[src/rtl/uart_fifo_ctrl.sv]
// Register-mapped UART with TX/RX FIFOs, runtime baud divisor, sticky error flags and a level irq.
// Define UART_PARITY_EN to add the optional parity bit (CTRL[3]=enable, CTRL[4]=odd).
module uart_fifo_ctrl #(
  parameter int DIV_RESET = 10,
  parameter int DATA_BITS = 8,
  parameter int TX_DEPTH  = 16,
  parameter int RX_DEPTH  = 16
) (
  input  logic        clk,
  input  logic        rst_n,
  input  logic [3:0]  addr,
  input  logic [31:0] data_in,
  input  logic        write_enable,
  input  logic        read_enable,
  output logic [31:0] data_out,
  output logic        tx,
  input  logic        rx,
  output logic        busy,
  output logic        irq
);
  localparam int TAW = $clog2(TX_DEPTH);
  localparam int RAW = $clog2(RX_DEPTH);
  localparam int BW  = $clog2(DATA_BITS);
  localparam logic [15:0]   DIV_INIT = 16'(DIV_RESET);
  localparam logic [BW-1:0] LAST_BIT = BW'(DATA_BITS - 1);
  localparam logic [BW-1:0] BIT_ONE  = BW'(1);
  localparam logic [TAW:0]  TX_ONE   = (TAW+1)'(1);
  localparam logic [RAW:0]  RX_ONE   = (RAW+1)'(1);

  typedef enum logic [2:0] {S_IDLE, S_START, S_DATA, S_PARITY, S_STOP} state_t;

  logic        tx_en, rx_en, par_en, par_odd;
  logic [15:0] baud;
  logic [3:0]  irq_en;
  logic        overrun, framing_err, parity_err;

  logic [DATA_BITS-1:0] tx_mem [TX_DEPTH];
  logic [DATA_BITS-1:0] rx_mem [RX_DEPTH];
  logic [TAW:0] tx_wp, tx_rp;
  logic [RAW:0] rx_wp, rx_rp;
  logic         tx_empty, tx_full, rx_empty, rx_full;

  state_t               tx_state, rx_state;
  logic [15:0]          tx_cnt, tx_div, rx_cnt, rx_div;
  logic [BW-1:0]        tx_bit, rx_bit;
  logic [DATA_BITS-1:0] tx_shift, rx_shift, tx_head;
  logic                 tx_par, tx_par_on, tx_last;
  logic                 rx_s1, rx_s2, rx_prev, rx_par_on, rx_odd, rx_pbad, rx_last;
  logic                 rx_done, rx_ferr, rx_perr;

  logic        wr_ctrl, wr_txd, wr_stat, wr_baud, wr_irqen, rd_rxd, flush;
  logic        tx_push, tx_pop, rx_push, rx_pop, overrun_set;
  logic [6:0]  status;
  logic [31:0] rd_word;
  logic        unused_bits;

  assign tx_empty = (tx_wp == tx_rp);
  assign tx_full  = (tx_wp[TAW] != tx_rp[TAW]) && (tx_wp[TAW-1:0] == tx_rp[TAW-1:0]);
  assign rx_empty = (rx_wp == rx_rp);
  assign rx_full  = (rx_wp[RAW] != rx_rp[RAW]) && (rx_wp[RAW-1:0] == rx_rp[RAW-1:0]);

  assign wr_ctrl  = write_enable && (addr == 4'd0);
  assign wr_txd   = write_enable && (addr == 4'd1);
  assign wr_stat  = write_enable && (addr == 4'd3);
  assign wr_baud  = write_enable && (addr == 4'd4);
  assign wr_irqen = write_enable && (addr == 4'd5);
  assign rd_rxd   = read_enable  && (addr == 4'd2);
  assign flush    = wr_ctrl && data_in[2];

  assign tx_last = (tx_cnt == tx_div - 16'd1);
  assign rx_last = (rx_cnt == rx_div - 16'd1);
  assign tx_head = tx_mem[tx_rp[TAW-1:0]];

  // A frame may start from IDLE or straight out of the final STOP cycle, so frames run back to back.
  assign tx_pop  = tx_en && !tx_empty &&
                   ((tx_state == S_IDLE) || ((tx_state == S_STOP) && tx_last));
  assign tx_push = wr_txd && (!tx_full || tx_pop);
  assign rx_pop  = rd_rxd && !rx_empty;
  assign rx_push = rx_done && (!rx_full || rx_pop);
  assign overrun_set = rx_done && rx_full && !rx_pop;

  assign status = {parity_err, rx_full, tx_full, framing_err, overrun, tx_empty, !rx_empty};
  assign irq    = |(status[3:0] & irq_en);
  assign busy   = (tx_state != S_IDLE) || !tx_empty;
  assign unused_bits = ^data_in[31:16];

  always_comb begin
    rd_word = 32'd0;
    case (addr)
      4'd0: rd_word = {27'd0, par_odd, par_en, 1'b0, rx_en, tx_en};
      4'd2: if (!rx_empty) rd_word = {1'b1, {(31-DATA_BITS){1'b0}}, rx_mem[rx_rp[RAW-1:0]]};
      4'd3: rd_word = {25'd0, status};
      4'd4: rd_word = {16'd0, baud};
      4'd5: rd_word = {28'd0, irq_en};
      default: rd_word = 32'd0;
    endcase
  end

  always_ff @(posedge clk) begin
    if (!rst_n) begin
      data_out    <= 32'd0;
      tx_en       <= 1'b0;
      rx_en       <= 1'b0;
      par_en      <= 1'b0;
      par_odd     <= 1'b0;
      baud        <= DIV_INIT;
      irq_en      <= 4'd0;
      overrun     <= 1'b0;
      framing_err <= 1'b0;
      parity_err  <= 1'b0;
      tx_wp       <= '0;
      tx_rp       <= '0;
      rx_wp       <= '0;
      rx_rp       <= '0;
    end else begin
      if (read_enable) data_out <= rd_word;
      if (wr_ctrl) begin
        tx_en <= data_in[0];
        rx_en <= data_in[1];
`ifdef UART_PARITY_EN
        par_en  <= data_in[3];
        par_odd <= data_in[4];
`endif
      end
      if (wr_baud)  baud   <= (data_in[15:0] < 16'd4) ? 16'd4 : data_in[15:0];
      if (wr_irqen) irq_en <= data_in[3:0];
      // Set has priority over a same-cycle write-1-to-clear.
      overrun     <= overrun_set | (overrun     & ~(wr_stat & data_in[2]));
      framing_err <= rx_ferr     | (framing_err & ~(wr_stat & data_in[3]));
      parity_err  <= rx_perr     | (parity_err  & ~(wr_stat & data_in[6]));
      if (flush) begin
        tx_wp <= '0;
        tx_rp <= '0;
        rx_wp <= '0;
        rx_rp <= '0;
      end else begin
        if (tx_push) tx_wp <= tx_wp + TX_ONE;
        if (tx_pop)  tx_rp <= tx_rp + TX_ONE;
        if (rx_push) rx_wp <= rx_wp + RX_ONE;
        if (rx_pop)  rx_rp <= rx_rp + RX_ONE;
      end
    end
  end

  always_ff @(posedge clk) begin
    if (tx_push) tx_mem[tx_wp[TAW-1:0]] <= data_in[DATA_BITS-1:0];
    if (rx_push) rx_mem[rx_wp[RAW-1:0]] <= rx_shift;
  end

  always_ff @(posedge clk) begin
    if (!rst_n) begin
      tx_state  <= S_IDLE;
      tx        <= 1'b1;
      tx_cnt    <= '0;
      tx_div    <= DIV_INIT;
      tx_bit    <= '0;
      tx_shift  <= '0;
      tx_par    <= 1'b0;
      tx_par_on <= 1'b0;
    end else if (tx_pop) begin
      tx_state  <= S_START;
      tx        <= 1'b0;
      tx_cnt    <= '0;
      tx_div    <= baud;
      tx_shift  <= tx_head;
      tx_par    <= (^tx_head) ^ par_odd;
      tx_par_on <= par_en;
    end else if (tx_state != S_IDLE) begin
      if (!tx_last) begin
        tx_cnt <= tx_cnt + 16'd1;
      end else begin
        tx_cnt <= '0;
        case (tx_state)
          S_START: begin
            tx_state <= S_DATA;
            tx       <= tx_shift[0];
            tx_bit   <= '0;
          end
          S_DATA: begin
            if (tx_bit == LAST_BIT) begin
              tx_state <= tx_par_on ? S_PARITY : S_STOP;
              tx       <= tx_par_on ? tx_par : 1'b1;
            end else begin
              tx_bit   <= tx_bit + BIT_ONE;
              tx_shift <= tx_shift >> 1;
              tx       <= tx_shift[1];
            end
          end
          S_PARITY: begin
            tx_state <= S_STOP;
            tx       <= 1'b1;
          end
          default: begin
            tx_state <= S_IDLE;
            tx       <= 1'b1;
          end
        endcase
      end
    end
  end

  always_ff @(posedge clk) begin
    if (!rst_n) begin
      rx_s1     <= 1'b1;
      rx_s2     <= 1'b1;
      rx_prev   <= 1'b1;
      rx_state  <= S_IDLE;
      rx_cnt    <= '0;
      rx_div    <= DIV_INIT;
      rx_bit    <= '0;
      rx_shift  <= '0;
      rx_par_on <= 1'b0;
      rx_odd    <= 1'b0;
      rx_pbad   <= 1'b0;
      rx_done   <= 1'b0;
      rx_ferr   <= 1'b0;
      rx_perr   <= 1'b0;
    end else begin
      rx_s1   <= rx;
      rx_s2   <= rx_s1;
      rx_prev <= rx_s2;
      rx_done <= 1'b0;
      rx_ferr <= 1'b0;
      rx_perr <= 1'b0;
      if (!rx_en) begin
        rx_state <= S_IDLE;
      end else begin
        case (rx_state)
          S_IDLE: begin
            if (rx_prev && !rx_s2) begin
              rx_state  <= S_START;
              rx_cnt    <= '0;
              rx_div    <= baud;
              rx_par_on <= par_en;
              rx_odd    <= par_odd;
              rx_pbad   <= 1'b0;
            end
          end
          S_START: begin
            // Half a bit in: a high line means the edge was a glitch.
            if (rx_cnt == (rx_div >> 1) - 16'd1) begin
              rx_state <= rx_s2 ? S_IDLE : S_DATA;
              rx_cnt   <= '0;
              rx_bit   <= '0;
            end else begin
              rx_cnt <= rx_cnt + 16'd1;
            end
          end
          S_DATA: begin
            if (rx_last) begin
              rx_cnt   <= '0;
              rx_shift <= {rx_s2, rx_shift[DATA_BITS-1:1]};
              rx_bit   <= rx_bit + BIT_ONE;
              if (rx_bit == LAST_BIT) rx_state <= rx_par_on ? S_PARITY : S_STOP;
            end else begin
              rx_cnt <= rx_cnt + 16'd1;
            end
          end
          S_PARITY: begin
            if (rx_last) begin
              rx_cnt   <= '0;
              rx_pbad  <= (rx_s2 != ((^rx_shift) ^ rx_odd));
              rx_state <= S_STOP;
            end else begin
              rx_cnt <= rx_cnt + 16'd1;
            end
          end
          default: begin
            if (rx_last) begin
              rx_cnt   <= '0;
              rx_state <= S_IDLE;
              rx_ferr  <= !rx_s2;
              rx_perr  <= rx_par_on && rx_pbad;
              rx_done  <= rx_s2 && !(rx_par_on && rx_pbad);
            end else begin
              rx_cnt <= rx_cnt + 16'd1;
            end
          end
        endcase
      end
    end
  end
endmodule
[config.mk]
export PLATFORM = sky130hd
export DESIGN_NAME = uart_fifo_ctrl
export DESIGN_NICKNAME = d
export VERILOG_FILES = /design/src/rtl/uart_fifo_ctrl.sv
export SDC_FILE = /design/constraint.sdc
export NUM_CORES = 1
export LEC_CHECK = 0
export BUFFER_PORTS_ARGS = -buffer_cell sky130_fd_sc_hd__buf_2
export CAP_MARGIN = 0
export CORE_MARGIN = 3
export CORE_UTILIZATION = 30
export CTS_CLUSTER_SIZE = 16
export DETAILED_ROUTE_END_ITERATION = 12
export GPL_TIMING_DRIVEN = 0
export PLACE_DENSITY_LB_ADDON = 0.12
export SETUP_SLACK_MARGIN = 0.02
export SYNTH_ARGS = -nofsm -noshare
export SYNTH_HDL_FRONTEND = slang
export SYNTH_SLANG_ARGS = --single-unit
export TNS_END_PERCENT = 5
[constraint.sdc]
create_clock -name clk -period 3.4 [get_ports clk]
set_clock_uncertainty 0.15 [all_clocks]
set_input_delay 0.51 -clock clk [delete_from_list [all_inputs] [get_ports clk]]
set_output_delay 0.51 -clock clk [all_outputs]
set_load 0.005 [all_outputs]
* Word-level counts from Yosys, hierarchy flattened *
Memories as Yosys holds them, arrays and structs flattened. A register that Yosys moved wholly into a read port is not among the register bits.
Cells that the tools add are included.

word-level totals
  register bits after elaboration = 175
  bits in writable memories = 256
  input bits = 41
  logic and storage cells = 188
  memories = 2

memories
  name    depth  width  rd ports  clocked after Yosys merged registers in  wr ports  RTL line  RTL
  rx_mem  16     8      1         1                                        1         38        logic [DATA_BITS-1:0] rx_mem [RX_DEPTH];
  tx_mem  16     8      1         1                                        1         37        logic [DATA_BITS-1:0] tx_mem [TX_DEPTH];

cells by class
  add/subtract/negate cells = 11
  order comparisons = 1
  eq/ne operators = 32
  mux-type cells = 44
  bitwise gates (word level) = 16
  reductions and logical operators = 53

operators with widths
  kind                   number
  $pmux 32 s5            1
  $mux 16                5
  $eq 16x16->1           3
  $mux 8                 5
  $add 16x1->16 const B  2
  $mux 32                1
  $pmux 16 s2            1
  $sub 16x1->16 const B  2
  $mux 3                 10
  $add 5x1->5 const B    4
  $logic_and 1x1->1      18
  $lt 16x3->1 const B    1
  $mux 4                 4
  $ne 2x2->1 const B     8
  $sub 15x1->16 const B  1
  $eq 3x2->1 const B     4
  $pmux 3 s2             2
  $pmux 3 s4             1
  $reduce_and 3->1       4
  $mux 1                 11
  $eq 5x5->1             2
  $reduce_bool 2->1      5
  $eq 3x3->1 const B     3
  $pmux 3 s3             1
  other kinds (26)       58

* Longest topological paths before layout *
  depth after elaboration = 9
  mapped depth = 12
  mapped depth without buffers = 10

* Worst setup path before layout *
No wires, ideal clock.

  path kind = register to register
  from = register tx_div[0]
  to = memory tx_mem[10][0], enable pin
  library setup time = 0.332 ns
  arrival time = 3.022 ns
  data required time = 2.918 ns
  slack = -0.104 ns
  cell stages (with the launch flop) = 12
  path buffers = 1
  period minus slack after synthesis = 3.504 ns
  cells stage by stage = dfxtp_1 inv_1 ha_1 or4b_2 nor4_1 xnor2_1 o221ai_2 o31ai_4 a21oi_2 nor2_1 clkbuf_2 and3_1

between the ends
  word-level cells in the longest chain between the ends = 9

ends and longest elaborated chain
  item                          RTL line  RTL
  from (decl)                   44        logic [15:0] tx_cnt, tx_div, rx_cnt, rx_div;
  from (signal assigned)        164       tx_div <= baud;
  $sub 16x1->16                 70        assign tx_last = (tx_cnt == tx_div - 16'd1);
  $eq 16x16->1                  70
  $logic_and 1x1->1             76        ((tx_state == S_IDLE) || ((tx_state == S_STOP) && tx_last));
  $logic_or 1x1->1              76
  $logic_and 1x1->1             75        assign tx_pop = tx_en && !tx_empty &&
  $logic_or 1x1->1              77        assign tx_push = wr_txd && (!tx_full || tx_pop);
  $logic_and 1x1->1             77
  $mux 1                        146       if (tx_push) tx_mem[tx_wp[TAW-1:0]] <= data_in[DATA_BITS-1:0];
  $mux 1 (implied by the code)  146
  to (decl)                     37

Every way passes these cells.

* Final worst setup path *
  from = register tx_div[8]
  to = memory tx_mem[8][1], enable pin

The elaborated chain is that of the path after synthesis.

==> results.yml <==
routing:
  vias: 12336
  via_per_inst: 4.90
  drtPass1Iterations: 5
  antenna_left: 0
  drc: 0
  drt-total-wl_um: 51500
  drtIter0Drc: 714
  wl_per_cell_um: 20.5
logic_synthesis:
  synth_mux_area_frac: 0.107
  synth-seq-area-share: 0.585
  synth-edff-count: 256
  synth_top_family_by_area: "simple AND/OR/NAND/NOR gates"
  async_flop_share: 0
  ys.flop_type: "edfxtp_1"
  ys_ff_latch: 424
  syn_avg_cell_area_um2: 12.6
  syn_area_mm2: 0.0189
  synth-simple-area-share: 0.139
  synth-xor-area-share: 0.0468
  synth_compound_area_frac: 0.0775
  yosys_warnings: 0
  yosysUniqueCellTypes: 87
  synthCells: 1500
  yosys.area_share.adder: 0.0126
cts:
  cts_root_buf: "clkbuf_16"
  clkTransAtPathRegs_ns: 0.06
  clock-sinks: 424
  cts_tree: "done"
  worstSkewPairLatency_ns: 0.60
  h-tree-depth: 2
  cts_buffers: 49
  cts_buffer_depth: 3
min_path:
  hold_class: "in2reg"
grt:
  track_usage: 0.156
  grt_max_degree: 21
  grt_pass1_vias: 12564
  grt-ovfl-total: 0
  grt_pass1_wl_um: 78300
  antenna_found_initial: 4
critical_path:
  cp.required_ns: 3.54
  end_kind: "flip-flop"
  startpoint_type: "flip-flop"
  cp_slowest_cell: "or4_1"
  worst-path-max-fanout: 8
  worstPathCellList: "or4_1 -> buf_2 -> o41ai_4 -> o2111a_2 -> nand3_4 -> o31ai_4 -> buf_6 -> a21oi_4 -> nor2_4 -> clkbuf_16 -> and3_4"
  crit_arrival_ns: 3.47
  slowest_delay_ns: 0.51
  path_class: "reg2reg"
finish:
  design_area_mm2: 0.0227
  final_common_cell: "edfxtp_1"
  drive_gt1_frac: 0.218
  fin_util: 0.365
  syn_to_final_growth_pct: 20.0
  fill_cells: 6048
  nNetsFinal: 1696
  most-common-layout-cells: "edfxtp_1, dfxtp_1, nand2_1, nor2_1, mux4_2"
placed_design:
  io_buffers: 42
  place_area_mm2: 0.0202
  dp_slack_ns: -1.43
  dpl.hpwl_um: 36400
  place.gp.congestion: 0.797
floorplanning:
  core_mm2: 0.0621
  initial_core_util: 0.305
  die_area_mm2: 0.0660
  die_h_um: 257
  boundaryPins: 76
  die-width_um: 257
  num_rows: 91
timing:
  fin_ws_ns: 0.0777
  slew_headroom: 0.124
  fin_crit_sh: 0.977
  fmax_mhz: 301
  finalSetupTns_ns: 0
  worstMarginPinSlew_ns: 1.30
  final_hold_viol_count: 0
  rsz0062_at_grt: "true"
  setup_viol_count_final: 0
  final.min_clock_period_ns: 3.32
  slew_viol_final: 0
job:
  maxCapViolCount: 0
power_and_ir_drop:
  leakage_nw: 7.59
  peakVddDrop_v: 0.000283
  power_mw: 10.6
  powerDensity_mw_per_mm2: 467
run_status:
  outcome: "finished clean"
## layout make-up
type	count	area (um^2)	share of cell area
flip-flops and latches	424	11100	0.488
well taps	837	1050	0.0462
multi-input cells	956	7840	0.346
repair buffers	74	541	0.0238
inverters	33	124	0.00546
clock inverters	25	195	0.00861
clock buffers	62	1320	0.0580
plain buffers	98	526	0.0232
diodes	6	15.0	0.000662
## synth_stat cells (31+ instances only)
cell type	n	area, um^2
edfxtp_1	256	7690
clkbuf_1	66	248
inv_1	33	124
mux4_2	80	1800
nand2_1	156	586
a21boi_0	51	383
dfxtp_1	168	3360
xnor2_1	40	350
nor2b_1	35	219
nand3_1	46	230
nor2_1	99	372
xor2_1	61	534
and3_1	31	194
## sequential cells by signal (all words and copies together), names as in the netlist, 3 cells and up, named ones only
signal and flops:
data_out 17, tx_bit 3, rx_rp 5, rx_mem 128
tx_div 16, tx_mem 128, rx_shift 8, tx_wp 5
tx_state 3, rx_div 16, rx_state 3, tx_cnt 16
rx_wp 5, tx_rp 5, tx_shift 8, rx_bit 3
irq_en 4, baud 16, rx_cnt 16
## worst max-delay path, delay by kind of cell (launching register included)
| family | cells | cell delay, ns |
|---|---|---|
| simple gates | 4 | 1.06 |
| flops | 1 | 0.35 |
| compound gates | 4 | 0.92 |
| buf+inv | 3 | 0.53 |
## repair_timing
item / CTS / global route
hold buffers: 1 / 0
endpoints found under the setup margin: 354 / 336
pin swaps: 13 / 21
resized for setup: 113 / 54
hold endpoints to repair: 1 / 0
gates cloned: 0 / 1
buffers inserted: 16 / 13
## path summary, 6_finish.rpt
kind / start / to / slack (ns) / depth (start not counted)
max reg2reg: tx_div[8]$_SDFFE_PN0P_ / tx_mem[8][1]$_DFFE_PP_ / 0.08 / 11
min: rx / rx_s1$_SDFF_PN1_ / 0.04 / 2
max: tx_div[8]$_SDFFE_PN0P_ / tx_mem[8][1]$_DFFE_PP_ / 0.08 / 11
min reg2reg: rx_s1$_SDFF_PN1_ / rx_s2$_SDFF_PN1_ / 0.26 / 1
## logic make-up (layout without fill, tap and decap cells)
| kind of cell | after synthesis | in the layout |
|---|---|---|
| multiplexers | 102 | 102 |
| flip-flops | 424 | 424 |
| other | 1 | 21 |
| AO/OA/AOI/OAI | 202 | 202 |
| adder cells (fa/ha/maj) | 19 | 19 |
| buffers and inverters | 134 | 292 |
| XOR/XNOR | 101 | 101 |
| AND/OR/NAND/NOR | 517 | 517 |
## power by group
group / total [mW] / internal (mW) / leakage [nW] / switching [mW]
logic: 0.199 / 0.0608 / 3.15 / 0.138
clock network: 4.97 / 2.82 / 0.741 / 2.15
registers: 5.43 / 5.42 / 3.69 / 0.00706
## stage by stage
step | instances | hold WS, ns
CTS | 2496 | 0.00566
detailed placement | 2394 | 0.248
global route | 2509 | 0.0135
global placement | 2393 | 0.244
floorplan | 1514 | 0.236
finish | 2515 | 0.0352
## routing by layer
metal / routed length, um / share of wire / up-vias / GRT usage
met2: 24100 / 0.47 / 220 / 0.249
met4: 1250 / 0.024 / 0 / 0.0476
met3: 2440 / 0.047 / 80 / 0.0346
met1: 23800 / 0.46 / 6221 / 0.211
li1: - / - / 5815 / -
met5: 0 / 0 / - / 0
(Power assumes the default switching activity.)
